==> src/rtl/ps2_kb_rx.sv <==
// PS/2 keyboard receiver: conditions ps2c/ps2d, deserializes 11-bit frames,
// folds the F0/E0 prefixes into flags and presents one event per key action.
module ps2_kb_rx #(
    parameter int FILTER_LEN  = 8,
    parameter int TIMEOUT_CYC = 50000
) (
    input  logic       clk,
    input  logic       reset_n,
    input  logic       ps2c,
    input  logic       ps2d,
    input  logic       rd_key,
    output logic [7:0] key_code,
    output logic       key_release,
    output logic       key_ext,
    output logic       key_valid,
    output logic       parity_err,
    output logic       overrun
);

    localparam int TW = $clog2(TIMEOUT_CYC + 1);
    localparam logic [TW-1:0] TO_LAST = TW'(TIMEOUT_CYC - 1);

    typedef enum logic [1:0] {
        S_IDLE  = 2'd0,
        S_RECV  = 2'd1,
        S_CHECK = 2'd2
    } state_t;

    // Frame layout in the shift register: [7:0] data, [8] odd parity, [9] stop.
    function automatic logic frame_ok(input logic [9:0] frame);
        return frame[9] & (^frame[8:0]);
    endfunction

    logic                  ps2c_meta_q, ps2c_sync_q, ps2d_meta_q, ps2d_sync_q;
    logic [FILTER_LEN-1:0] filt_q, filt_d;
    logic                  fclk_q, fclk_d;
    logic                  fall_s;
    state_t                state_q, state_d;
    logic [3:0]            bit_cnt_q, bit_cnt_d;
    logic [9:0]            shift_q, shift_d;
    logic [TW-1:0]         tmo_q, tmo_d;
    logic                  brk_pend_q, ext_pend_q;
    logic                  load_s, perr_s, set_brk_s, set_ext_s;
    logic [7:0]            key_code_q;
    logic                  key_release_q, key_ext_q, key_valid_q;
    logic                  parity_err_q, overrun_q;

    // Two-flop synchronizers; idle-high lines so reset to 1.
    always_ff @(posedge clk or negedge reset_n) begin
        if (!reset_n) begin
            ps2c_meta_q <= 1'b1;
            ps2c_sync_q <= 1'b1;
            ps2d_meta_q <= 1'b1;
            ps2d_sync_q <= 1'b1;
        end else begin
            ps2c_meta_q <= ps2c;
            ps2c_sync_q <= ps2c_meta_q;
            ps2d_meta_q <= ps2d;
            ps2d_sync_q <= ps2d_meta_q;
        end
    end

    // Glitch filter: level changes only once FILTER_LEN samples agree.
    always_comb begin
        filt_d = {filt_q[FILTER_LEN-2:0], ps2c_sync_q};
        if (&filt_q) begin
            fclk_d = 1'b1;
        end else if (~|filt_q) begin
            fclk_d = 1'b0;
        end else begin
            fclk_d = fclk_q;
        end
    end

    assign fall_s = fclk_q & ~fclk_d;

    // Filter shift register and filtered clock level.
    always_ff @(posedge clk or negedge reset_n) begin
        if (!reset_n) begin
            filt_q <= {FILTER_LEN{1'b1}};
            fclk_q <= 1'b1;
        end else begin
            filt_q <= filt_d;
            fclk_q <= fclk_d;
        end
    end

    // FSM state register.
    always_ff @(posedge clk or negedge reset_n) begin
        if (!reset_n) begin
            state_q <= S_IDLE;
        end else begin
            state_q <= state_d;
        end
    end

    // FSM next-state logic; a falling edge takes priority over timeout.
    always_comb begin
        state_d = state_q;
        case (state_q)
            S_IDLE: begin
                if (fall_s && !ps2d_sync_q) begin
                    state_d = S_RECV;
                end else begin
                    state_d = S_IDLE;
                end
            end
            S_RECV: begin
                if (fall_s && (bit_cnt_q == 4'd1)) begin
                    state_d = S_CHECK;
                end else if (!fall_s && (tmo_q == TO_LAST)) begin
                    state_d = S_IDLE;
                end else begin
                    state_d = S_RECV;
                end
            end
            S_CHECK: state_d = S_IDLE;
            default: state_d = S_IDLE;
        endcase
    end

    // FSM outputs: classify the completed frame during CHECK.
    always_comb begin
        load_s    = 1'b0;
        perr_s    = 1'b0;
        set_brk_s = 1'b0;
        set_ext_s = 1'b0;
        case (state_q)
            S_CHECK: begin
                if (!frame_ok(shift_q)) begin
                    perr_s = 1'b1;
                end else if (shift_q[7:0] == 8'hF0) begin
                    set_brk_s = 1'b1;
                end else if (shift_q[7:0] == 8'hE0) begin
                    set_ext_s = 1'b1;
                end else begin
                    load_s = 1'b1;
                end
            end
            default: begin
                load_s    = 1'b0;
                perr_s    = 1'b0;
                set_brk_s = 1'b0;
                set_ext_s = 1'b0;
            end
        endcase
    end

    // Receive datapath next-state: bit counter, shifter, inactivity timer.
    always_comb begin
        bit_cnt_d = bit_cnt_q;
        shift_d   = shift_q;
        tmo_d     = {TW{1'b0}};
        if ((state_q == S_IDLE) && fall_s && !ps2d_sync_q) begin
            bit_cnt_d = 4'd10;
        end else if ((state_q == S_RECV) && fall_s) begin
            bit_cnt_d = bit_cnt_q - 4'd1;
            shift_d   = {ps2d_sync_q, shift_q[9:1]};
        end else begin
            bit_cnt_d = bit_cnt_q;
            shift_d   = shift_q;
        end
        if ((state_q == S_RECV) && !fall_s && (tmo_q != TO_LAST)) begin
            tmo_d = tmo_q + TW'(1);
        end else begin
            tmo_d = {TW{1'b0}};
        end
    end

    // Receive datapath registers.
    always_ff @(posedge clk or negedge reset_n) begin
        if (!reset_n) begin
            bit_cnt_q <= 4'd0;
            shift_q   <= 10'd0;
            tmo_q     <= {TW{1'b0}};
        end else begin
            bit_cnt_q <= bit_cnt_d;
            shift_q   <= shift_d;
            tmo_q     <= tmo_d;
        end
    end

    // Prefix flags survive a timeout but are dropped by any event or bad frame.
    always_ff @(posedge clk or negedge reset_n) begin
        if (!reset_n) begin
            brk_pend_q <= 1'b0;
            ext_pend_q <= 1'b0;
        end else if (load_s || perr_s) begin
            brk_pend_q <= 1'b0;
            ext_pend_q <= 1'b0;
        end else begin
            brk_pend_q <= brk_pend_q | set_brk_s;
            ext_pend_q <= ext_pend_q | set_ext_s;
        end
    end

    // Event registers and one-entry valid/read handshake.
    always_ff @(posedge clk or negedge reset_n) begin
        if (!reset_n) begin
            key_code_q    <= 8'd0;
            key_release_q <= 1'b0;
            key_ext_q     <= 1'b0;
            key_valid_q   <= 1'b0;
            parity_err_q  <= 1'b0;
            overrun_q     <= 1'b0;
        end else begin
            parity_err_q <= perr_s;
            overrun_q    <= load_s & key_valid_q & ~rd_key;
            if (load_s) begin
                key_code_q    <= shift_q[7:0];
                key_release_q <= brk_pend_q;
                key_ext_q     <= ext_pend_q;
                key_valid_q   <= 1'b1;
            end else if (rd_key) begin
                key_valid_q <= 1'b0;
            end
        end
    end

    assign key_code    = key_code_q;
    assign key_release = key_release_q;
    assign key_ext     = key_ext_q;
    assign key_valid   = key_valid_q;
    assign parity_err  = parity_err_q;
    assign overrun     = overrun_q;

endmodule
==> config.mk <==
export PLATFORM = sky130hd
export DESIGN_NAME = ps2_kb_rx
export DESIGN_NICKNAME = d
export VERILOG_FILES = /design/src/rtl/ps2_kb_rx.sv
export SDC_FILE = /design/constraint.sdc
export NUM_CORES = 1
export LEC_CHECK = 0
export ABC_AREA = 0
export BUFFER_PORTS_ARGS = -buffer_cell sky130_fd_sc_hd__buf_2
export CORE_UTILIZATION = 61
export CTS_CLUSTER_DIAMETER = 30
export DETAILED_ROUTE_END_ITERATION = 10
export HOLD_SLACK_MARGIN = 0.02
export PLACE_DENSITY = 0.8
export REMOVE_ABC_BUFFERS = 1
export SLEW_MARGIN = 20
export SYNTH_ARGS = -nofsm -noshare
export SYNTH_HDL_FRONTEND = slang
export SYNTH_SLANG_ARGS = --single-unit
==> constraint.sdc <==
create_clock -name clk -period 6 [get_ports clk]
set_input_delay 1.2 -clock clk [delete_from_list [all_inputs] [get_ports clk]]
set_output_delay 1.2 -clock clk [all_outputs]
set_load 0.05 [all_outputs]
### Yosys cells after proc, flatten, opt, wreduce, memory -nomap -nowiden

Cells that the tools add are included.

* bits in registers: 60

* reductions and logical operators: 18
* mux-type cells: 26
* bitwise operators: 9
* add/sub/neg operators: 2
* eq/ne operators: 7

Operator list (count)
* two-way mux 1 bit: 21
* adder 16 x 1 -> 16 bit (second input constant): 1
* == test 16 bit (second input constant): 1
* == test 8 bit (second input constant): 2
* two-way mux 16 bit: 1
* inequality test 16 bit (second input constant): 1
* XOR reduction 9 bit: 1
* logical AND 1 bit: 8
* two-way mux 4 bit: 2
* AND reduction 8 bit: 1
* OR reduction 8 bit: 1
* bitwise AND 1 bit: 4
* == test 4 x 1 -> 1 bit (second input constant): 1
* one-hot mux 2 bit (2 select lines): 1
* nonzero test 2 bit: 2
* subtractor 4 x 1 -> 4 bit (second input constant): 1
* inverter 1 bit: 3
* == test 2 x 1 -> 1 bit (second input constant): 1
* == test 2 bit (second input constant): 1
* zero test 1 bit: 2
* zero test 2 bit: 1
* two-way mux 2 bit: 1
* bitwise OR 1 bit: 2
* AND reduction 2 bit: 1
* logical OR 1 bit: 1

### Longest topological paths before layout

* word-level depth: 10
* gate-level depth with buffers: 7
* gate-level depth less buffers: 6

### Worst setup path before layout

OpenSTA, ideal clock, no wires.

* path type: flip-flop to flip-flop
* start: register shift_q[4]
* end: register key_code_q[2] (netlist: key_code[2])
* cell stages (with the launch flop): 8
* path slack: 3.939 ns
* data arrival time: 1.936 ns
* period minus slack after synthesis: 2.061 ns
* data required time: 5.875 ns
* library setup time: 0.125 ns
* path through: dfrtp_1 -> inv_1 -> ha_1 -> xnor3_1 -> xnor2_2 -> nand4_2 -> buf_6 -> mux2_4

* longest elaborated chain between the ends: 5
* elaborated cells on any way between the ends: 8
* those cells by class: 2 x eq/ne; 4 x mux; 1 x bitwise; 1 x reduce/logical

Ends and longest elaborated chain
* start: declaration: line 40 `logic [9:0] shift_q, shift_d;`
* start signal: assignment: line 178 `shift_q <= shift_d;`
* == test 8 bit: line 134 `end else if (shift_q[7:0] == 8'hE0) begin`
* two-way mux 1 bit: line 134
* two-way mux 1 bit: line 132 `end else if (shift_q[7:0] == 8'hF0) begin`
* two-way mux 1 bit (*): line 130 `if (!frame_ok(shift_q)) begin`
* two-way mux 1 bit (*): line 128 `case (state_q)`
* end signal: assignment: line 210 `key_code_q <= shift_q[7:0];`
* end: declaration: line 44 `logic [7:0] key_code_q;`

Every way passes the cells marked *; elsewhere a longest branch is shown, timed or not.
A chain may end at the register's enable or synchronous reset.

### Worst setup path in the final report

* start: register shift_q[4]
* end: register key_code_q[4] (netlist: key_code[4])

* longest elaborated chain between the ends: 5
* elaborated cells on any way between the ends: 8
* those cells by class: 2 x eq/ne; 4 x mux; 1 x bitwise; 1 x reduce/logical

Ends and longest elaborated chain (line)
* == test 8 bit: 134
* two-way mux 1 bit: 134
* two-way mux 1 bit: 132
* two-way mux 1 bit: 130
* two-way mux 1 bit: 128

Several ways; a longest one is shown, not always the timed one.

==> insert_results.sql <==
INSERT INTO impl_metrics (metric_group, metric, value, unit) VALUES
('finish', 'final_antenna_diode_count', '0', ''),
('clock_network', 'clock_latency', '0.33', 'ns'),
('outcome', 'status', 'completed', ''),
('timing', 'maxSlewHeadroom', '58.0', '%'),
('critical_path', 'worst-endpoint-required', '6.21', 'ns'),
('route', 'drt.antenna.violating_nets', '0', ''),
('timing', 'tightest_slew', '0.630', 'ns'),
('timing', 'fmaxAchievable', '397', 'MHz'),
('timing', 'report.final.hold_viol_count', '0', ''),
('synth', 'synth_area', '0.00264', 'sq mm'),
('die', 'top_level_ports', '18', ''),
('route', 'post_drt_wl_per_cell', '15.0', 'um'),
('critical_path', 'timing.critical_path.cells', 'inv_1 -> ha_1 -> xnor3_1 -> xnor2_2 -> nand4_2 -> mux2_4', ''),
('die', 'die_area', '0.00459', 'sq mm'),
('route', 'detailroute.via_count', '1634', ''),
('critical_path', 'timing.critical_path.fanout_max', '12', ''),
('grt', 'grt_pass1_wl', '7220', 'um'),
('die', 'die-width', '67.8', 'um'),
('route', 'route.detailed.drc', '0', ''),
('die', 'initial_core_util', '64.6', '%'),
('place', 'port-buffer-count', '17', ''),
('power', 'p_leak', '0.00138', 'uW'),
('timing', 'final-max-slew-violation-count', '0', ''),
('route', 'route.final.wire_length', '4420', 'um'),
('die', 'core_area', '0.00409', 'sq mm'),
('clock_network', 'cts.repair_timing.setup_buffer_count', '0', ''),
('critical_path', 'crit_type', 'flip-flop to flip-flop', ''),
('timing', 'min_period', '2.52', 'ns'),
('timing', 'fin_crit_sh', '42.0', '%'),
('synth', 'number_of_enable_flip_flop_cells_after_synthesis', '0', ''),
('clock_network', 'cts_tree', 'yes', ''),
('critical_path', 'timing.critical_path.slowest_cell_delay', '0.50', 'ns'),
('grt', 'grt_remaining_overflow', '0', ''),
('timing', 'grt_setup_unrepaired', 'no', ''),
('critical_path', 'path_delay_family', 'XOR/XNOR gates', ''),
('synth', 'synth_warnings', '0', ''),
('grt', 'grt_antenna_before_repair', '0', ''),
('clock_network', 'cts_sinks', '60', ''),
('clock_network', 'post_cts_resize_count', '0', ''),
('critical_path', 'capturing_element_type_of_the_critical_path', 'flip-flop', ''),
('synth', 'synth-xor-area-share', '5.78', '%'),
('route', 'via_per_inst', '5.56', ''),
('hold_path', 'hold_path.class', 'flip-flop to flip-flop', ''),
('finish', 'most-common-layout-cells', 'sky130_fd_sc_hd__dfrtp_1, sky130_fd_sc_hd__nor2_1, sky130_fd_sc_hd__buf_2', ''),
('synth', 'async_reset_ff_share', '100', '%'),
('critical_path', 'cp_max_delay_cell', 'sky130_fd_sc_hd__nand4_2', ''),
('place', 'hpwl', '2950', 'um'),
('job', 'cap_viol_max_count', '0', ''),
('power', 'ir_worst_vdd', '0.237', 'mV'),
('synth', 'synthesis.area_per_instance', '12.4', 'sq um'),
('synth', 'yosys.area_share.simple', '15.9', '%'),
('critical_path', 'critPathLaunchType', 'flip-flop', ''),
('place', 'placed_cells', '278', ''),
('route', 'drtIter0Drc', '50', ''),
('synth', 'ys_seq_elements', '60', ''),
('synth', 'yosys.cell_types.count', '41', ''),
('place', 'globalplace.congestion', '0.770', ''),
('synth', 'area_share_of_fa_ha_maj_cells_after_synthesis', '3.79', '%'),
('synth', 'dominant_combinational_cell_family_by_area_after_synthesis', 'simple AND/OR/NAND/NOR gates', ''),
('finish', 'final-instance-count-excl-fill', '294', ''),
('timing', 'setup_tns', '0', 'ns'),
('clock_network', 'cts-htree-levels', '3', ''),
('clock_network', 'cts.root.buffer_cell', 'sky130_fd_sc_hd__clkbuf_8', ''),
('synth', 'synth.yosys.seq_area_share', '57.5', '%'),
('synth', 'cells_after_synthesis', '213', ''),
('grt', 'grt_max_degree', '32', ''),
('timing', 'final.setup_skew', '0.0100', 'ns'),
('route', 'detail_route.first_pass.iterations', '4', ''),
('die', 'row_count', '23', ''),
('grt', 'first_global_vias', '1596', ''),
('critical_path', 'worst-path-buf-inv', '1', '');
==> stage by stage <==
step	util, %	hold WS, ns	total power, uW	instance area, sq um	setup WS (ns)
finish	73.9	0.358	873	3020	3.48
floorplan	-	0.345	426	2610	3.79
detailed placement	67.8	0.347	438	2770	3.54
global placement	67.8	0.346	437	2770	3.61
CTS	73.9	0.360	883	3020	3.48
global route	73.9	0.364	906	3020	3.36
==> cell families (layout without fill, tap and decap cells) <==
kind of cell             Yosys count  count (layout)
flip-flops                        60              60
AO/OA/AOI/OAI                     18              18
multiplexers                      21              21
adder cells (fa/ha/maj)            8               8
buffers and inverters             15              46
XOR/XNOR                          15              15
AND/OR/NAND/NOR                   76              76
==> Yosys cell counts, drive strengths merged, types with 2 or more instances <==
library cell / number / area (sq um)
xnor2: 13 / 121
or3: 2 / 12.5
dfrtp: 47 / 1180
ha: 8 / 100
dfstp: 13 / 342
and3: 2 / 12.5
nor2: 21 / 78.8
nor3: 6 / 30.0
a21oi: 5 / 25.0
nand3: 6 / 35.0
nor4bb: 2 / 20.0
nand2: 12 / 45.0
and4: 2 / 17.5
nor4: 7 / 56.3
mux2i: 5 / 50.1
nand4: 6 / 43.8
inv: 12 / 45.0
mux2: 16 / 210
buf: 2 / 22.5
nor2b: 3 / 18.8
nand2b: 4 / 25.0
o21ai: 6 / 30.0
==> registers in the layout, summed over array words and instances, names as in the netlist, 2 cells and up <==
signal,count
state_q,2
key_code,8
shift_q,10
filt_q,8
bit_cnt_q,4
tmo_q,16
==> worst register-to-register path: cells and delay by family (launching register included) <==
kind / cells / cell delay (ns)
DFF: 1 / 0.40
xor gates and xnor gates: 2 / 0.65
buffers and inverters: 1 / 0.08
adders and majority gates: 1 / 0.31
and+or+nand+nor: 1 / 0.50
muxes: 1 / 0.47
==> where the power goes <==
group	internal (uW)	switching [uW]	total, uW
combinational	2.78	9.39	12.2
sequential	414	3.90	418
clock	298	145	443
==> path summary, 6_finish.rpt <==
kind                                    end  slack, ns  cells past startpoint   startpoint
min in group asynchronous         tmo_q[14]       0.89                      1      reset_n
worst min register to register  ps2c_sync_q       0.36                      0  ps2c_meta_q
worst max-delay path            key_code[4]       3.48                      6   shift_q[4]
max in group asynchronous       ps2d_meta_q       4.25                      2      reset_n
worst max register to register  key_code[4]       3.48                      6   shift_q[4]
worst min-delay path            ps2c_sync_q       0.36                      0  ps2c_meta_q
==> layout make-up <==
cell class	count	area, sq um
sequential	60	1520
fill	269	1070
multi-input combinational	138	1050
clock buffer	12	155
clock inverter	4	95.1
timing repair buffer	18	92.6
tap	50	62.6
inverter	12	45.0
==> layer usage <==
layer	routed length, um	GRT usage, %	vias to the layer above
li1	-	-	806
met1	2240	30.3	804
met2	1990	31.6	20
met3	157	9.97	4
met4	33	8.59	0
met5	0	0	-
Power figures use the tool's default switching activity.
